$ cat config.mk
export PLATFORM = sky130hd
export DESIGN_NAME = missed_dose_log
export DESIGN_NICKNAME = d
export VERILOG_FILES = /design/src/rtl/pill_log_pkg.sv /design/src/rtl/missed_dose_log_ram.sv /design/src/rtl/missed_dose_log.sv
export SDC_FILE = /design/constraint.sdc
export NUM_CORES = 1
export LEC_CHECK = 0
export ABC_AREA = 1
export CORE_ASPECT_RATIO = 0.6
export CORE_UTILIZATION = 25
export CTS_BUF_LIST = sky130_fd_sc_hd__clkbuf_4
export DETAILED_ROUTE_END_ITERATION = 10
export GPL_ROUTABILITY_DRIVEN = 0
export GPL_TIMING_DRIVEN = 0
export MAX_ROUTING_LAYER = met4
export SLEW_MARGIN = 40
export SYNTH_ARGS = -nofsm -noshare
export SYNTH_HDL_FRONTEND = slang
export SYNTH_SLANG_ARGS = --single-unit
$ cat constraint.sdc
create_clock -name clk -period 3.3 [get_ports clk]
set_input_delay 0.495 -clock clk [delete_from_list [all_inputs] [get_ports clk]]
set_output_delay 0.495 -clock clk [all_outputs]
set_load 0.02 [all_outputs]
$ cat src/rtl/pill_log_pkg.sv
// Shared field widths and the record layout of one missed-dose log entry.
// Record order matches the LCD word: {seq, day, hour, minute, pillId}.
package pill_log_pkg;

    localparam int SEQ_W  = 8;
    localparam int DAY_W  = 5;
    localparam int HOUR_W = 5;
    localparam int MIN_W  = 6;
    localparam int PILL_W = 4;
    localparam int REC_W  = SEQ_W + DAY_W + HOUR_W + MIN_W + PILL_W;

    typedef struct packed {
        logic [SEQ_W-1:0]  seq;
        logic [DAY_W-1:0]  day;
        logic [HOUR_W-1:0] hour;
        logic [MIN_W-1:0]  minute;
        logic [PILL_W-1:0] pill_id;
    } log_rec_t;

    function automatic log_rec_t pack_rec(
        input logic [SEQ_W-1:0]  seq,
        input logic [DAY_W-1:0]  day,
        input logic [HOUR_W-1:0] hour,
        input logic [MIN_W-1:0]  minute,
        input logic [PILL_W-1:0] pill_id
    );
        log_rec_t r;
        r.seq     = seq;
        r.day     = day;
        r.hour    = hour;
        r.minute  = minute;
        r.pill_id = pill_id;
        return r;
    endfunction

endpackage

$ cat src/rtl/missed_dose_log_ram.sv
// Simple dual-port log storage: one write port, one synchronous read port.
// Read-first on a same-address collision; no reset so it maps to block RAM.
module log_ram #(
    parameter int DEPTH  = 16,
    parameter int ADDR_W = 4,
    parameter int W      = 28
) (
    input  logic              clk,
    input  logic              we,
    input  logic [ADDR_W-1:0] waddr,
    input  logic [W-1:0]      wdata,
    input  logic [ADDR_W-1:0] raddr,
    output logic [W-1:0]      rdata
);

    logic [W-1:0] mem [DEPTH];
    logic [W-1:0] rd_data_q;

    always_ff @(posedge clk) begin
        if (we) begin
            mem[waddr] <= wdata;
        end
        rd_data_q <= mem[raddr];
    end

    assign rdata = rd_data_q;

endmodule

$ cat src/rtl/missed_dose_log.sv
// Circular log of missed-dose events feeding the LCD record word, with scroll and clear.
// Optional MISSED_LOG_DUP_FILTER_EN drops a miss that repeats the newest stored record.
module missed_dose_log
    import pill_log_pkg::*;
#(
    parameter int DEPTH  = 16,
    parameter int ADDR_W = 4
) (
    input  logic              clk,
    input  logic              reset,
    input  logic              missEvent,
    input  logic [3:0]        missPillId,
    input  logic [4:0]        timeDay,
    input  logic [4:0]        timeHour,
    input  logic [5:0]        timeMinute,
    input  logic              scrollOlder,
    input  logic              scrollNewer,
    input  logic              clearLog,
    output logic [27:0]       dataFromRAM,
    output logic [ADDR_W:0]   entryCount,
    output logic [ADDR_W-1:0] viewIdx,
    output logic              logEmpty,
    output logic              overflow
);

    localparam logic [ADDR_W:0] FULL = (ADDR_W+1)'(DEPTH);

    logic              miss_prev_q, older_prev_q, newer_prev_q, clear_prev_q;
    logic [ADDR_W-1:0] wr_ptr_q, wr_ptr_d;
    logic [ADDR_W-1:0] view_q, view_d;
    logic [ADDR_W-1:0] rd_addr;
    logic [SEQ_W-1:0]  seq_q, seq_d;
    logic [ADDR_W:0]   count_q, count_d;
    logic              overflow_q, overflow_d;
    logic [REC_W-1:0]  data_q, data_d;
    logic [REC_W-1:0]  ram_rdata;
    log_rec_t          wr_rec;
    logic              miss_edge, older_edge, newer_edge, clear_edge;
    logic              is_dup, do_write;

`ifdef MISSED_LOG_DUP_FILTER_EN
    // Fields of the last logged record (everything except seq).
    logic [REC_W-SEQ_W-1:0] shadow_q, shadow_d;

    always_comb begin
        is_dup   = (count_q != '0) && (shadow_q == wr_rec[REC_W-SEQ_W-1:0]);
        shadow_d = do_write ? wr_rec[REC_W-SEQ_W-1:0] : shadow_q;
    end

    always_ff @(posedge clk) begin
        if (reset) begin
            shadow_q <= '0;
        end else begin
            shadow_q <= shadow_d;
        end
    end
`else
    assign is_dup = 1'b0;
`endif

    always_comb begin
        miss_edge  = missEvent   & ~miss_prev_q;
        older_edge = scrollOlder & ~older_prev_q;
        newer_edge = scrollNewer & ~newer_prev_q;
        clear_edge = clearLog    & ~clear_prev_q;
        wr_rec     = pack_rec(seq_q, timeDay, timeHour, timeMinute, missPillId);
        do_write   = miss_edge & ~clear_edge & ~is_dup;

        wr_ptr_d   = wr_ptr_q;
        seq_d      = seq_q;
        count_d    = count_q;
        view_d     = view_q;
        overflow_d = overflow_q;

        if (clear_edge) begin
            wr_ptr_d   = '0;
            seq_d      = '0;
            count_d    = '0;
            view_d     = '0;
            overflow_d = 1'b0;
        end else if (do_write) begin
            wr_ptr_d = wr_ptr_q + ADDR_W'(1);
            seq_d    = seq_q + SEQ_W'(1);
            view_d   = '0;
            if (count_q == FULL) begin
                overflow_d = 1'b1;
            end else begin
                count_d = count_q + (ADDR_W+1)'(1);
            end
        end else if ((count_q != '0) && (older_edge ^ newer_edge)) begin
            // Simultaneous older+newer edges cancel out via the XOR above.
            if (older_edge && (({1'b0, view_q} + (ADDR_W+1)'(1)) < count_q)) begin
                view_d = view_q + ADDR_W'(1);
            end else if (newer_edge && (view_q != '0)) begin
                view_d = view_q - ADDR_W'(1);
            end
        end

        rd_addr = wr_ptr_q - ADDR_W'(1) - view_q;
        data_d  = (count_q == '0) ? '0 : ram_rdata;
    end

    always_ff @(posedge clk) begin
        if (reset) begin
            miss_prev_q  <= 1'b0;
            older_prev_q <= 1'b0;
            newer_prev_q <= 1'b0;
            clear_prev_q <= 1'b0;
            wr_ptr_q     <= '0;
            seq_q        <= '0;
            count_q      <= '0;
            view_q       <= '0;
            overflow_q   <= 1'b0;
            data_q       <= '0;
        end else begin
            miss_prev_q  <= missEvent;
            older_prev_q <= scrollOlder;
            newer_prev_q <= scrollNewer;
            clear_prev_q <= clearLog;
            wr_ptr_q     <= wr_ptr_d;
            seq_q        <= seq_d;
            count_q      <= count_d;
            view_q       <= view_d;
            overflow_q   <= overflow_d;
            data_q       <= data_d;
        end
    end

    log_ram #(
        .DEPTH  (DEPTH),
        .ADDR_W (ADDR_W),
        .W      (REC_W)
    ) u_log_ram (
        .clk   (clk),
        .we    (do_write),
        .waddr (wr_ptr_q),
        .wdata (wr_rec),
        .raddr (rd_addr),
        .rdata (ram_rdata)
    );

    assign dataFromRAM = data_q;
    assign entryCount  = count_q;
    assign viewIdx     = view_q;
    assign logEmpty    = (count_q == '0);
    assign overflow    = overflow_q;

endmodule

# == Yosys cells after proc, flatten, opt, wreduce, memory -nomap -nowiden ==
# Memory sizes are Yosys's and may differ from the RTL's. A register that Yosys moved wholly into a read port is not among the register bits.
# Index checks and enable logic that the tools add are counted.
# classes
mux,4
n_reduce_logical,13
n_eq_ne,1
n_lt_le_gt_ge,1
n_addsub,8
n_bitwise,12
# op_table
operator,count
$add A4 B1 Y4 const B,2
$add A8 B1 Y8 const B,1
$mux W4,2
$sub A4 B1 Y4 const B,2
$not A1 Y1,6
$reduce_and A2 Y1,3
$add A4 B1 Y5 const B,1
$add A5 B1 Y5 const B,1
$and A1 B1 Y1,5
$eq A5 B5 Y1 const B,1
$logic_not A5 Y1,1
$lt A5 B5 Y1,1
$reduce_bool A5 Y1,1
$reduce_bool A4 Y1,1
$reduce_or A2 Y1,2
$sub A4 B4 Y4,1
$logic_and A1 B1 Y1,3
$reduce_or A3 Y1,1
$mux W1,2
$reduce_bool A2 Y1,1
$xor A1 B1 Y1,1
# totals
regBits,54
word_cells,50
n_memories,1
out_inout_bits,39
in_bits,26
ramBits,448
# mem_list
memory,depth,width,read_ports,rd_ports_with_merged_regs,write_ports,line,source
u_log_ram.mem,16,28,1,1,1,missed_dose_log_ram.sv:16,logic [W-1:0] mem [DEPTH];

# == Depth between registers and ports, before layout ==
# depth
depth_word,6
depth_mapped,19
ltp_nobuf,19

# == By module ==
# A second synthesis with hierarchy kept.
# hier_totals
cells_unflattened,2158
area_unflattened_um2,22125.0
# by_module_without_submodules
mod,instances,seq_area_each_um2,cells_each,area_each_um2
log_ram,1,14013.4,1858,19782.7
missed_dose_log,1,1081.0,300,2342.2

# == Worst setup path after synthesis ==
# OpenSTA, ideal clock, no wires.
# synth_timing
path_type,reg2reg
start,"register view_q[0], in the netlist viewIdx[0]"
end,"register view_q[3], in the netlist viewIdx[3]"
arrival_time_ns,2.500
setup_slack_ns,0.687
period_less_slack_ns,2.613
t_required_ns,3.187
n_path_buf,0
stages_incl_launch_ff,19
setup_ns,0.113
cell_sequence,dfxtp_1 -> inv_1 -> ha_1 -> ha_1 -> nand2_1 -> nor2_1 -> nand2_1 -> nand3_1 -> ha_1 -> nand2_1 -> nand2_1 -> nor2_1 -> inv_1 -> nand2_1 -> nand2_1 -> nor2_1 -> nand2_1 -> nand2_1 -> nor2_1
# synth_via
elab_chain_cells,5
word_cells_on_any_way,11
cone_classes,add/sub: 3; order compare: 1; mux: 2; reduce/logical: 5
# synth_lines
item,line,source
from (decl),missed_dose_log.sv:30,"logic [ADDR_W-1:0] view_q, view_d;"
from (signal assigned),missed_dose_log.sv:123,view_q <= view_d;
$add A4 B1 Y5,missed_dose_log.sv:92,"if (older_edge && (({1'b0, view_q} + (ADDR_W+1)'(1)) < count_q)) begin"
$lt A5 B5 Y1,missed_dose_log.sv:92,
$logic_and A1 B1 Y1,missed_dose_log.sv:92,
$reduce_bool A2 Y1 (no line),n/a,
$reduce_and A2 Y1 (no line),n/a,
# Parallel ways exist; a longest one is shown, timed or not. The select of a mux whose other input is x is not followed.
# A chain may end at the register's enable or synchronous reset.

# == Final worst setup path ==
# layout_timing
start,"register view_q[0], in the netlist viewIdx[0]"
end,"register u_log_ram.rd_data_q[22], in the netlist u_log_ram.rdata[22] (read register of u_log_ram.mem)"
# layout_via
elab_chain_cells,1
# layout_lines
item,line,source
$sub A4 B4 Y4,missed_dose_log.sv:99,rd_addr = wr_ptr_q - ADDR_W'(1) - view_q;
to (decl),missed_dose_log_ram.sv:17,logic [W-1:0] rd_data_q;
# No other way between the ends.

==> impl_metrics.csv <==
group,metric,value,unit
clock_network,clkLatencyLatePin,910,ps
outcome,status,"finished, final reports clean",
clock_network,numCtsBuffers,132,
pwr,p_per_area,566,nW/um^2
hold_path,min_path_type,"primary input to flip-flop",
worst_setup_path,max_stage_delay,490,ps
worst_setup_path,cp.required,4030,ps
synthesis,ys.flop_type,"edfxtp_1",
layout,nets,2027,
global_route,gr-usage-met3,4.04,%
floorplanning,ioPinCount,65,
global_route,grt_overflow,0,
synthesis,synthXorXnorAreaFrac,0.334,%
synthesis,ys_warn_count,0,
worst_setup_path,cpMostUsedCell,"inv_1",
pwr,p_leak,9.57,nW
timing,layout_min_cycle_time,3210,ps
run,cap_violations,0,
clock_network,cts-root-buf,"clkbuf_4",
detailed_routing,routed_via_density,4.38,
floorplanning,die_h,227,um
place,hpwlAfterDp,39400,um
timing,worst_pin_slew,847,ps
layout,drive_above_1_share,14.9,%
timing,period_share,97.3,%
synthesis,avgSynthCellArea,11.9,um^2
floorplanning,die_width,376,um
worst_setup_path,cp_slowest_cell,"buf_1",
synthesis,synth_seq_cells,530,
timing,layout_setup_ws,89.8,ps
synthesis,ys_types,29,
timing,finClkSkew,56.3,ps
floorplanning,dieArea,85200,um^2
synthesis,yosys.area_share.simple,6.84,%
detailed_routing,dr.pass1.iters,8,
synthesis,syn_area,21000,um^2
global_route,use_met1,20.7,%
global_route,grt-busiest-layer,"met1",
pwr,power.total,14.4,mW
synthesis,synth.area.mux_share,0,%
floorplanning,start_util,25.5,%
timing,relSlewSlack,43.6,%
synthesis,synth_edf_count,448,
clock_network,path_clk_slew,80,ps
clock_network,clockBufferDepth,3,
global_route,grt_pass1_wl,86500,um
worst_setup_path,cp_cell_sequence,"inv_1, ha_1, fa_1, xnor2_2, inv_1, buf_2, buf_1, nand2_1, o22ai_1, o21ai_1",
detailed_routing,vias,14100,
synthesis,synth-adder-area-share,1.26,%
timing,finalSetupViolCount,0,
detailed_routing,routedWlPerCell,18.3,um
worst_setup_path,crit_family,"buffers and inverters",
detailed_routing,drc,0,
layout,final_area,25400,um^2
timing,fmax,312,MHz
clock_network,cts_setup_buffers,0,
place,pre_cts_slack,-204,ps
timing,slew_viol_final,0,
synthesis,synth_compound_area_share,12.1,%
pwr,ir_drop,222,uV
global_route,antenna_found_initial,7,
clock_network,cts.sinks,530,
global_route,grt_usage,14.3,%
synthesis,yosysSeqAreaShare,71.9,%
timing,whs,143,ps
worst_setup_path,crit_path_end_kind,"flip-flop",
clock_network,htreeDepth,4,
detailed_routing,finalWirelength,58600,um
synthesis,syn_nets,1805,
detailed_routing,drt_iter0_markers,1713,
global_route,grt_max_degree,22,
floorplanning,core_area,82300,um^2
worst_setup_path,critPathMaxFanout,10,
synthesis,synth_top_family_by_area,"compound AO/OA/AOI/OAI gates",
place,port_buffers,64,
layout,syn_to_final_growth,20.9,%
floorplanning,rows,81,
timing,hold_viol,0,
global_route,grt_pass1_vias,13200,
synthesis,netlist_instances,1759,
worst_setup_path,path_buf_inv,4,
place,placed_area,23600,um^2
detailed_routing,ant_nets,0,
clock_network,cts_tree,"yes",
synthesis,synthArstFlopShare,0,%
worst_setup_path,critPathLaunchType,"flip-flop",
worst_setup_path,critPathKind,"flip-flop to flip-flop",
global_route,grtUsageMet2,18.9,%
worst_setup_path,cp_data_arrival_time,3940,ps
final timing paths:
path / startpoint / to / slack [ps] / cells past startpoint
setup / recovery: viewIdx[0] / u_log_ram.rdata[22] / 90 / 10
hold / removal: clearLog / clear_prev_q / 140 / 3
setup reg to reg: viewIdx[0] / u_log_ram.rdata[22] / 90 / 10
hold reg to reg: u_log_ram.rdata[18] / dataFromRAM[18] / 390 / 2
per-stage QoR:
stage | utilization, % | TNS (ps) | instances
final | 30.9 | 0 | 3210
after CTS | 30.8 | 0 | 3202
after global routing | 30.9 | -111 | 3209
after detailed placement | 28.7 | -1480 | 2967
after global placement | 28.0 | -536680 | 2943
after floorplan | - | 0 | 1759
metal layers:
| layer | vias up | share of wire [%] |
|---|---|---|
| met5 | - | 0 |
| met4 | 0 | 2.1 |
| met1 | 6621 | 46 |
| li1 | 6652 | - |
| met2 | 684 | 41 |
| met3 | 94 | 11 |
worst min-delay path, cell delays in order:
cell and delay, ps:
clkdlybuf4s50_1 410, inv_1 60, nor2_1 30
layout make-up:
cell class	instances	area [um^2]
fill	8412	56900
sequential	530	15100
multi-input combinational	844	4450
tap	1120	1400
clock buffer	186	1400
inverter	288	1080
timing repair buffer	88	1060
buffer	97	529
clock inverter	49	362
antenna	8	20.0
where the power goes:
| part | switching (mW) | total (mW) | internal (mW) |
|---|---|---|---|
| Combinational | 0.828 | 1.18 | 0.349 |
| Clock | 2.76 | 5.79 | 3.03 |
| Sequential | 0.0433 | 7.40 | 7.35 |
| Total | 3.63 | 14.4 | 10.7 |
repair_timing:
item / in CTS / in global routing
hold buffers: 0 / 0
gates cloned: 0 / 0
gates resized for setup: 8 / 15
endpoints found under the setup margin: 19 / 24
layout by cell type, fill, tap and decap left out, drive strengths merged, types with 2 or more instances in the layout:
cell,n
a21oi,179
buf,85
bufinv,5
clkbuf,222
clkdlybuf4s50,64
clkinv,40
clkinvlp,2
dfxtp,82
diode,8
edfxtp,448
fa,2
ha,18
inv,290
nand2,156
nand3,96
nand4,3
nor2,77
nor3,6
nor3b,2
o211ai,58
o21ai,209
o22ai,26
xnor2,3
xor2,5
registers in the layout (all words and copies together) (netlist names):
signal / flops
miss_prev_q: 1
entryCount: 5
wr_ptr_q: 4
u_log_ram.rdata: 28
older_prev_q: 1
newer_prev_q: 1
overflow: 1
clear_prev_q: 1
viewIdx: 4
seq_q: 8
dataFromRAM: 28
u_log_ram.mem: 448
Yosys cell counts, types with 2 or more instances:
master | count | share of area (%)
a21oi_1 | 179 | 4.3
buf_1 | 18 | 0.32
buf_2 | 30 | 0.71
buf_4 | 11 | 0.39
buf_6 | 7 | 0.38
clkbuf_1 | 30 | 0.54
clkinv_1 | 2 | 0.036
dfxtp_1 | 82 | 7.8
edfxtp_1 | 448 | 64
fa_1 | 2 | 0.19
ha_1 | 18 | 1.1
inv_1 | 286 | 5.1
nand2_1 | 156 | 2.8
nand3_1 | 96 | 2.3
nand4_1 | 3 | 0.089
nor2_1 | 77 | 1.4
nor3_1 | 6 | 0.14
nor3b_1 | 2 | 0.071
o211ai_1 | 58 | 2.1
o21ai_0 | 179 | 4.3
o21ai_1 | 30 | 0.71
o22ai_1 | 26 | 0.77
xnor2_1 | 3 | 0.13
xor2_1 | 5 | 0.21
logic make-up (layout without fill, tap and decap cells):
kind of cell,Yosys count,in the layout
AO/OA/AOI/OAI,473,473
XOR/XNOR,8,8
adder cells (fa/ha/maj),20,20
buffers and inverters,385,708
flip-flops,530,530
other,0,8
AND/OR/NAND/NOR,343,343
Power figures use the tool's default switching activity.
